File: config.mk
export PLATFORM = sky130hd
export DESIGN_NAME = accumulator_sequencer
export DESIGN_NICKNAME = d
export VERILOG_FILES = /design/src/rtl/accumulator_sequencer_pkg.sv /design/src/rtl/acc_col_wr_ctr.sv /design/src/rtl/accumulator_sequencer.sv
export SDC_FILE = /design/constraint.sdc
export NUM_CORES = 1
export LEC_CHECK = 0
export BUFFER_PORTS_ARGS = -buffer_cell sky130_fd_sc_hd__buf_4
export CAP_MARGIN = 20
export CORE_ASPECT_RATIO = 1.25
export CORE_MARGIN = 5
export CORE_UTILIZATION = 48
export CTS_BUF_LIST = sky130_fd_sc_hd__clkbuf_8
export DETAILED_ROUTE_END_ITERATION = 6
export GPL_TIMING_DRIVEN = 0
export PLACE_DENSITY = 0.83
export SLEW_MARGIN = 20
export SYNTH_ARGS = -nofsm -noshare
export SYNTH_HDL_FRONTEND = slang
export SYNTH_SLANG_ARGS = --single-unit
File: constraint.sdc
create_clock -name clk -period 2.75 [get_ports clk]
set_clock_uncertainty 0.05 [all_clocks]
set_input_delay 0.4125 -clock clk [delete_from_list [all_inputs] [get_ports clk]]
set_output_delay 0.4125 -clock clk [all_outputs]
set_load 0.005 [all_outputs]
File: src/rtl/accumulator_sequencer_pkg.sv
// Shared types and helpers for the systolic-array result collector.
package accumulator_sequencer_pkg;

  typedef enum logic [1:0] {IDLE, COLLECT, DRAIN} state_t;

  localparam int DATA_W_DEFAULT = 32;

  // A zero or oversized row count means "use the full buffer depth".
  function automatic int norm_rows(input int n, input int depth);
    return (n == 0 || n > depth) ? depth : n;
  endfunction

endpackage

File: src/rtl/acc_col_wr_ctr.sv
// Per-column saturating write pointer; flags writes that arrive once the column is full.
module acc_col_wr_ctr
  import accumulator_sequencer_pkg::*;
#(
  parameter int DEPTH = 2,
  parameter int CNT_W = $clog2(DEPTH) + 1,
  parameter int ROW_W = $clog2(DEPTH)
) (
  input  logic             clk,
  input  logic             reset,
  input  logic             clear,
  input  logic             inc,
  input  logic [CNT_W-1:0] rows,
  output logic [ROW_W-1:0] wr_addr,
  output logic             wr_en,
  output logic             full,
  output logic             full_next,
  output logic             overrun
);

  logic [CNT_W-1:0] count_reg;

  assign full      = (count_reg == rows);
  assign wr_en     = inc && !full;
  assign overrun   = inc && full;
  // Looks one write ahead so the sequencer can enter DRAIN right after the last beat.
  assign full_next = full || (wr_en && ((count_reg + CNT_W'(1)) == rows));
  assign wr_addr   = count_reg[ROW_W-1:0];

  always_ff @(posedge clk) begin
    if (reset || clear) begin
      count_reg <= '0;
    end else if (wr_en) begin
      count_reg <= count_reg + CNT_W'(1);
    end
  end

endmodule

File: src/rtl/accumulator_sequencer.sv
// Collects skewed per-column partial sums into a row buffer, then drains full rows
// over a valid/ready handshake.
module accumulator_sequencer
  import accumulator_sequencer_pkg::*;
#(
  parameter int NUM_COLS = 2,
  parameter int DEPTH    = 2,
  parameter int DATA_W   = DATA_W_DEFAULT
) (
  input  logic                         clk,
  input  logic                         reset,
  input  logic                         start,
  input  logic [$clog2(DEPTH):0]       num_rows,
  input  logic [NUM_COLS-1:0]          col_valid,
  input  logic [NUM_COLS*DATA_W-1:0]   col_data,
  output logic                         busy,
  output logic                         rd_valid,
  input  logic                         rd_ready,
  output logic [NUM_COLS*DATA_W-1:0]   rd_data,
  output logic [$clog2(DEPTH)-1:0]     rd_row,
  output logic                         rd_last,
  output logic                         done,
  output logic                         err
);

  localparam int CNT_W = $clog2(DEPTH) + 1;
  localparam int ROW_W = $clog2(DEPTH);

  state_t           state_reg;
  logic [CNT_W-1:0] rows_reg;
  logic [ROW_W-1:0] rd_ptr_reg;
  logic             rd_valid_reg;
  logic             done_reg;
  logic             err_reg;

  logic [DATA_W-1:0] row_buf [DEPTH][NUM_COLS];

  logic [ROW_W-1:0]    wr_addr [NUM_COLS];
  logic [NUM_COLS-1:0] wr_en;
  logic [NUM_COLS-1:0] full;
  logic [NUM_COLS-1:0] full_next;
  logic [NUM_COLS-1:0] overrun;

  logic start_acc;
  logic collecting;

  assign start_acc  = start && (state_reg == IDLE);
  assign collecting = (state_reg == COLLECT);

  generate
    for (genvar gi = 0; gi < NUM_COLS; gi++) begin : g_col
      acc_col_wr_ctr #(
        .DEPTH (DEPTH),
        .CNT_W (CNT_W),
        .ROW_W (ROW_W)
      ) u_ctr (
        .clk       (clk),
        .reset     (reset),
        .clear     (start_acc),
        .inc       (collecting && col_valid[gi]),
        .rows      (rows_reg),
        .wr_addr   (wr_addr[gi]),
        .wr_en     (wr_en[gi]),
        .full      (full[gi]),
        .full_next (full_next[gi]),
        .overrun   (overrun[gi])
      );
    end
  endgenerate

  // Buffer contents survive start and reset; pointers alone define validity.
  always_ff @(posedge clk) begin
    for (int c = 0; c < NUM_COLS; c++) begin
      if (wr_en[c]) begin
        row_buf[wr_addr[c]][c] <= col_data[c*DATA_W +: DATA_W];
      end
    end
  end

  always_comb begin
    rd_data = '0;
    if (rd_valid_reg) begin
      for (int c = 0; c < NUM_COLS; c++) begin
        rd_data[c*DATA_W +: DATA_W] = row_buf[rd_ptr_reg][c];
      end
    end
  end

  assign busy     = (state_reg != IDLE);
  assign rd_valid = rd_valid_reg;
  assign rd_row   = rd_valid_reg ? rd_ptr_reg : '0;
  assign rd_last  = rd_valid_reg && ({1'b0, rd_ptr_reg} == (rows_reg - CNT_W'(1)));
  assign done     = done_reg;
  assign err      = err_reg;

  always_ff @(posedge clk) begin
    if (reset) begin
      state_reg    <= IDLE;
      rows_reg     <= CNT_W'(DEPTH);
      rd_ptr_reg   <= '0;
      rd_valid_reg <= 1'b0;
      done_reg     <= 1'b0;
      err_reg      <= 1'b0;
    end else begin
      done_reg <= 1'b0;
      case (state_reg)
        IDLE: begin
          if (start) begin
            state_reg  <= COLLECT;
            rows_reg   <= CNT_W'(norm_rows(int'(num_rows), DEPTH));
            rd_ptr_reg <= '0;
            err_reg    <= 1'b0;
          end
        end
        COLLECT: begin
          if (|overrun) err_reg <= 1'b1;
          if (&full_next) begin
            state_reg    <= DRAIN;
            rd_valid_reg <= 1'b1;
          end
        end
        DRAIN: begin
          if (|col_valid) err_reg <= 1'b1;
          if (rd_ready) begin
            if (rd_last) begin
              state_reg    <= IDLE;
              rd_valid_reg <= 1'b0;
              done_reg     <= 1'b1;
            end else begin
              rd_ptr_reg <= rd_ptr_reg + ROW_W'(1);
            end
          end
        end
        default: state_reg <= IDLE;
      endcase
    end
  end

endmodule

==> results_dict.tcl, run 1 <==
set metrics [dict create \
    status "finished, final reports clean" \
    path_class "flip-flop to output port" \
    cts_inserted_buffers 17 \
    numPortBuffers 141 \
    gp_congestion 0.8167 \
    nets 607 \
    slew_viol_final 0 \
    cp.arrival_ps 1980 \
    finalPower_mw 5.603 \
    hold_depth 1 \
    initial_core_util_pct 48.53 \
    drt_pass1_iterations 4 \
    layout.cells.non_filler 680 \
    grt_pass1_vias 3618 \
    cp_max_fo 10 \
    die_w_um 106.5 \
    r2r_start "rows_reg[0]" \
    required_ps 2290 \
    rsz0062_at_grt "false" \
    worst_slack_ps 306.4 \
    drive_above_1_share_pct 35.24 \
    leakagePower_nw 2.712 \
    track_usage_pct 17.12 \
    finalCritPeriodShare_pct 88.86 \
    cts_setup_buffers 0 \
    grt_first_pass_wirelength_um 18050 \
    ys_seq_elements 141 \
    final_hold_viol_count 0 \
    min_period_ps 2444 \
    drcViolationCount 0 \
    rows 44 \
    relSlewSlack_pct 62.39 \
    viasPerCell 5.112 \
    wire_per_inst_um 17.45 \
    antenna_found_initial 0 \
    holdWs_ps 103.0 \
    syn-num-nets 445 \
    yosys-top-cells-area "edfxtp_1 (69%), mux2i_1 (12%), nor2_1 (4.9%)" \
    finalWirelength_um 11870 \
    dp_slack_ps 290.8 \
    grt.overflow.total 0 \
    yosysMostFrequentCell "edfxtp_1" \
    end_kind "output port" \
    netlist_area_mm2 0.005584 \
    peakVddDrop_v 0.0004851 \
    cp-start-kind "flip-flop" \
    antenna_left 0 \
    hold_buffers 0 \
    cts_num_sinks 141 \
    die_h_um 130.6 \
    diodes 0 \
    async_flop_share_pct 0 \
    cts-root-buf "clkbuf_8" \
    vias 3476 \
    cts_tree "built" \
    largest_reg_flops 128 \
    synth_flop_cell "edfxtp_1" \
    dieArea_mm2 0.01390 \
    hp-class "input pin to flip-flop" \
    insertion_delay_ps 430 \
    synth_edf_count 128 \
    syn_area_per_cell_um2 15.22 \
    grt_max_degree 26 \
    path_clk_slew_ps 90 \
    num_io_pins 142 \
    yosysWarnings 0 \
    ff2ff_path_depth 6 \
    drt_iter0_drc 116 \
    ys_types 33 \
    power_density_mw_per_mm2 764.9 \
    utilization_pct 63.66 \
    dp_cells 650 \
    core-area_mm2 0.01151 \
    max_cap_viol_count 0 \
    yosysSeqAreaShare_pct 73.49 \
    clk_path_buf_depth 2 \
    synthesis.instances 367 \
    area_growth_pct 31.17 \
    yosysTopAreaCell "edfxtp_1" \
    synth_top_area_share_pct 68.83 \
    worstHoldStart "col_data[26]" \
    dp_hpwl_um 8796 \
    max_clock_freq_mhz 409.2 \
    htree_levels 4 \
    setup_viol 0 \
    tightest_slew_ps 562.8 \
    synthTopCellsByCount "edfxtp_1 (128), nor2_1 (73), mux2i_1 (67)" \
]
[power by group]
group          total [mW]  leakage [nW]  switching (mW)  internal, mW
clock network        1.59         0.197           0.838         0.747
logic                1.39          1.25           0.724         0.664
registers            2.63          1.27          0.0767          2.55
total                5.60          2.71            1.64          3.96
[critical path: stages (launching register included)]
cell     delay [ps]
dfxtp_1         650
buf_2           400
mux2i_1         250
nor2_1           80
buf_4           160
[stage by stage]
step	TNS (ps)	cell area, um^2
2_1_floorplan	0	5587
3_3_place_gp	-49210	6818
3_5_place_dp	0	6942
4_1_cts	0	7332
5_1_grt	0	7325
6_report	0	7325
[cell families (layout without fill, tap and decap cells)]
logic type,count (synthesis),count (layout),share of synthesized area [%]
simple gates,106,106,8.268
fa+ha+maj,6,6,1.344
flops,141,141,73.49
buf+inv,23,198,1.568
xor+xnor,7,7,1.098
compound gates,16,16,1.949
mux,68,68,12.28
[what timing repair did]
action | in CTS | in global routing
gates resized for setup | 6 | 0
endpoints found under the hold margin | 0 | 0
endpoints found under the setup margin | 60 | 11
[layer usage]
metal	GRT usage (%)	vias up	routed length [um]
met2	30.55	119	6405
li1	-	1664	-
met1	19.15	1673	4480
met3	5.160	20	729
met4	7.299	0	249
met5	0	-	0
[path summary, 6_finish.rpt]
kind                          to  slack (ps)
hold / removal    row_buf[1][58]         100
hold reg to reg              err         470
setup / recovery     rd_data[26]         310
setup reg to reg  row_buf[0][63]         550
[cell type report]
cell class              instances  area, um^2
repair buffers                145        1161
well taps                     138       172.7
clock inverters                15       148.9
plain buffers                  14       61.31
fillers                       839        4182
flip-flops and latches        141        4104
inverters                       7       26.28
clock buffers                  17       234.0
multi-input cells             203        1416
[layout by cell type (no fill, tap or decap), types with 3 or more instances in the layout]
cell,count
buf_1,5
xnor2_1,6
buf_2,7
mux2i_1,67
nand2b_1,7
nor2_1,71
buf_4,141
nand3_1,4
clkbuf_8,17
edfxtp_1,128
buf_16,3
ha_1,6
inv_6,8
nand2_1,9
inv_1,7
a21oi_1,5
dfxtp_1,13
No activity file was read; power rests on OpenSTA's default activity.
==> run 2: changes to the inputs <==
CORE_ASPECT_RATIO = 0.6   (was 1.25)
==> results_dict.tcl, run 2 (synthesis results as in run 1) <==
set metrics [dict create \
    status "finished, final reports clean" \
    rsz0062_at_grt "false" \
    power_frac_comb_pct 24.4 \
    finalPower_mw 5.632 \
    vias 3431 \
    cts_num_sinks 141 \
    tightest_slew_ps 588.7 \
    fillers 851 \
    reg2reg_slack_ps 570 \
    track_usage_pct 17.28 \
    htree_levels 4 \
    required_ps 2290 \
    diodes 0 \
    cp_max_fo 10 \
    max_clock_freq_mhz 402.8 \
    pwr-share-clk_pct 28.9 \
    slew_viol_final 0 \
    layout.cells.non_filler 702 \
    path_clk_slew_ps 90 \
    peakVddDrop_v 0.0004464 \
    end_kind "output port" \
    num_io_pins 142 \
    p_switching_mw 1.609 \
    setup_viol 0 \
    insertion_delay_ps 420 \
    die_h_um 93.55 \
    finalCritPeriodShare_pct 90.27 \
    min_period_ps 2482 \
    grt_max_degree 27 \
    finalWirelength_um 11790 \
    viasPerCell 4.887 \
    relSlewSlack_pct 60.70 \
    core-area_mm2 0.01134 \
    max_cap_viol_count 0 \
    wl_met3_um 825 \
    top_layer "met4" \
    antenna_found_initial 0 \
    drt_pass1_iterations 4 \
    drt_iter0_drc 123 \
    placed_area_mm2 0.006954 \
    drive_above_1_share_pct 34.87 \
    cp-start-kind "flip-flop" \
    gp_congestion 0.7964 \
    drcViolationCount 0 \
    initial_core_util_pct 49.26 \
    wire_per_inst_um 16.79 \
    seqPwrFrac_pct 46.6 \
    rows 30 \
    path_class "flip-flop to output port" \
    dieArea_mm2 0.01396 \
    design_area_mm2 0.007347 \
    area_growth_pct 31.57 \
    hp-class "input pin to flip-flop" \
    clk_path_buf_depth 2 \
    utilization_pct 64.81 \
    dp_cells 672 \
    leakagePower_nw 2.694 \
    cts_tree "built" \
    wl_met1_um 5380 \
    layout_commonest_cell "buf_4" \
    fin_tns_setup_ps 0 \
    routed-wl-met2_um 5489 \
    grt.overflow.total 0 \
    final_hold_viol_count 0 \
    switching_share_pct 28.57 \
    largest_reg_flops 128 \
    grt_first_pass_wirelength_um 18410 \
    antenna_left 0 \
    cts_inserted_buffers 17 \
    die_w_um 149.2 \
    dp_hpwl_um 8493 \
    cp.arrival_ps 2020 \
    cts-root-buf "clkbuf_8" \
    p_int_mw 4.023 \
    grt_pass1_vias 3545 \
    numPortBuffers 141 \
    nets 607 \
    final_cell_mix "buf_4 (141), edfxtp_1 (128), nor2_1 (71), mux2i_1 (67), clkbuf_8 (17)" \
    power_density_mw_per_mm2 766.5 \
]
==> run 2: path summary, 6_finish.rpt <==
path / cells past startpoint / to / from
hold reg to reg: 2 / state_reg[1] / state_reg[1]
hold / removal: 1 / row_buf[0][46] / col_data[14]
setup / recovery: 4 / rd_data[31] / flip-flop
setup reg to reg: 6 / row_buf[1][47] / rows_reg[0]
==> run 2: critical path, cell delays in order (launching register included) <==
cell	delay, ps
dfxtp_1	700
buf_2	410
mux2i_1	280
nor2_1	70
buf_4	150
==> run 2: power groups by stage <==
stage,logic [mW],registers [mW],clock network (mW)
final,1.37,2.63,1.63
after global routing,1.52,2.64,1.76
after CTS,1.41,2.62,1.66
after detailed placement,1.40,2.67,0
after global placement,1.31,2.67,0
after floorplan,0.686,2.66,0
==> run 2: area by class of cell <==
type	instances	area, um^2	area share [%]
multi-input cells	203	1416	19.28
flip-flops and latches	141	4104	55.86
plain buffers	14	61.31	0.8345
repair buffers	145	1146	15.60
clock inverters	15	158.9	2.163
clock buffers	17	234.0	3.185
well taps	160	200.2	2.725
inverters	7	26.28	0.3576
==> run 2: routing by layer <==
layer  vias to the layer above  global-route usage [%]
met3                        12                   5.811
met2                       116                   27.34
met1                      1642                   22.90
met4                         0                   5.027
met5                         -                       0
li1                       1661                       -
==> run 2: what timing repair did <==
| action | 4_1_cts | 5_1_grt |
|---|---|---|
| setup buffers | 0 | 0 |
| hold buffers | 0 | 0 |
| setup endpoints to repair | 60 | 58 |
| gates resized for setup | 6 | 0 |
| hold endpoints to repair | 0 | 0 |
==> run 2: stage by stage <==
| stage | hold slack [ps] | worst slack [ps] |
|---|---|---|
| CTS | 84.14 | 45.12 |
| global route | 76.13 | 72.16 |
| detailed placement | 459.3 | 270.0 |
| floorplan | 420.5 | 26.53 |
| finish | 113.4 | 267.6 |
| global placement | 433.0 | -880.8 |
==> run 3: changes to the inputs <==
CORE_UTILIZATION = 49   (was 48)
PLACE_DENSITY = 0.85   (was 0.83)
==> results_dict.tcl, run 3 (synthesis results as in run 1) <==
set metrics [dict create \
    grt.overflow.total 0 \
    final_cell_mix "buf_4 (141), edfxtp_1 (128), nor2_1 (71), mux2i_1 (67), clkbuf_8 (17)" \
    rows 30 \
    setup_viol 0 \
    numPortBuffers 141 \
    vias 3489 \
    dp_hpwl_um 8615 \
    largest_reg_flops 128 \
    p_int_mw 4.031 \
    worst_slack_ps 274.4 \
    p_switching_mw 1.630 \
    max_clock_freq_mhz 403.9 \
    cts_tree "built" \
    cp-start-kind "flip-flop" \
    path_clk_slew_ps 90 \
    tightest_slew_ps 561.2 \
    required_ps 2290 \
    cp_max_fo 10 \
    gp_congestion 0.8777 \
    cp.arrival_ps 2010 \
    max_cap_viol_count 0 \
    pwr-share-clk_pct 28.8 \
    layout_commonest_cell "buf_4" \
    rsz0062_at_grt "false" \
    htree_levels 4 \
    r2r_start "state_reg[1]" \
    holdWs_ps 122.2 \
    leakagePower_nw 2.701 \
    worstHoldStart "col_data[55]" \
    cts-root-buf "clkbuf_8" \
    crit_family "flip-flops" \
    drt_pass1_iterations 4 \
    multi_input_area_mm2 0.001416 \
    grt_pass1_vias 3643 \
    area_growth_pct 31.19 \
    grt_max_degree 30 \
    insertion_delay_ps 410 \
    antenna_left 0 \
    hp-class "input pin to flip-flop" \
    end_kind "output port" \
    drcViolationCount 0 \
    switching_share_pct 28.79 \
    max_stage_delay_ps 680 \
    dp_slack_ps 246.9 \
    nets 607 \
    cts_num_sinks 141 \
    power_frac_comb_pct 24.8 \
    wire_per_inst_um 17.61 \
    seqPwrFrac_pct 46.4 \
    initial_core_util_pct 49.75 \
    antenna_found_initial 0 \
    final_hold_viol_count 0 \
    drive_above_1_share_pct 34.94 \
    viasPerCell 5.093 \
    fillers 811 \
    path_class "flip-flop to output port" \
    num_io_pins 142 \
    die_w_um 147.8 \
    peakVddDrop_v 0.0004898 \
    cts_setup_buffers 0 \
    slew_viol_final 0 \
    finalCritPeriodShare_pct 90.02 \
    seqCellArea_mm2 0.004104 \
    dieArea_mm2 0.01370 \
    status "finished, final reports clean" \
    cp_slowest_cell "dfxtp_1" \
    core-area_mm2 0.01122 \
    crit_buf_inv 2 \
    finalPower_mw 5.660 \
    finalWirelength_um 12060 \
    diodes 0 \
    drt_iter0_drc 116 \
    cts_inserted_buffers 17 \
    die_h_um 92.69 \
    cts_resized 6 \
    relSlewSlack_pct 62.53 \
    grt_first_pass_wirelength_um 19020 \
    power_density_mw_per_mm2 772.6 \
    hold_buffers 0 \
    track_usage_pct 17.96 \
    min_period_ps 2476 \
    path_cells "buf_2 -> mux2i_1 -> nor2_1 -> buf_4" \
    clk_path_buf_depth 2 \
]
run 3: changes by cell type in the layout (fill, tap and decap cells not counted):
cell,change
clkinv_4,+2
clkinvlp_4,-2
clkinv_1,-1
run 3: worst reg2reg max path: stages (launching register included):
cell and delay (ps):
dfxtp_1 350, inv_1 140, ha_1 250, nand2_1 70, a21oi_1 240, nor2b_4 450
buf_16 230
run 3: per-stage QoR:
stage / area, um^2 / utilization, % / TNS [ps] / instances
2_1_floorplan: 5587 / - / 0 / 367
3_3_place_gp: 6825 / 60.81 / -57290 / 652
3_5_place_dp: 6934 / 61.78 / 0 / 656
4_1_cts: 7330 / 65.31 / 0 / 686
5_1_grt: 7326 / 65.27 / 0 / 685
6_report: 7326 / 65.27 / 0 / 685
run 3: power groups by stage:
stage / clock (mW) / sequential, mW / combinational [mW]
after floorplan: 0 / 2.66 / 0.686
final: 1.63 / 2.63 / 1.40
after detailed placement: 0 / 2.67 / 1.42
after global placement: 0 / 2.67 / 1.32
after global routing: 1.76 / 2.64 / 1.54
after CTS: 1.67 / 2.63 / 1.43
run 3: worst paths after layout:
check | slack [ps] | endpoint | cells past startpoint
worst min register to register | 460 | err | 2
worst min-delay path | 120 | row_buf[0][23] | 1
worst max register to register | 650 | row_buf[0][11] | 6
worst max-delay path | 270 | rd_data[22] | 4
run 3: cell type report:
cell class | instances | share of cell area (%)
flip-flops and latches | 141 | 56.02
clock inverters | 14 | 2.152
repair buffers | 145 | 15.64
well taps | 144 | 2.459
plain buffers | 14 | 0.8369
multi-input cells | 203 | 19.33
inverters | 7 | 0.3587
clock buffers | 17 | 3.194
run 3: layer usage:
metal	up-vias	routed length, um	global-route usage, %
li1	1660	-	-
met1	1693	5368	23.68
met2	129	5741	28.94
met3	7	888	6.064
met4	0	63	4.612
met5	-	0	0
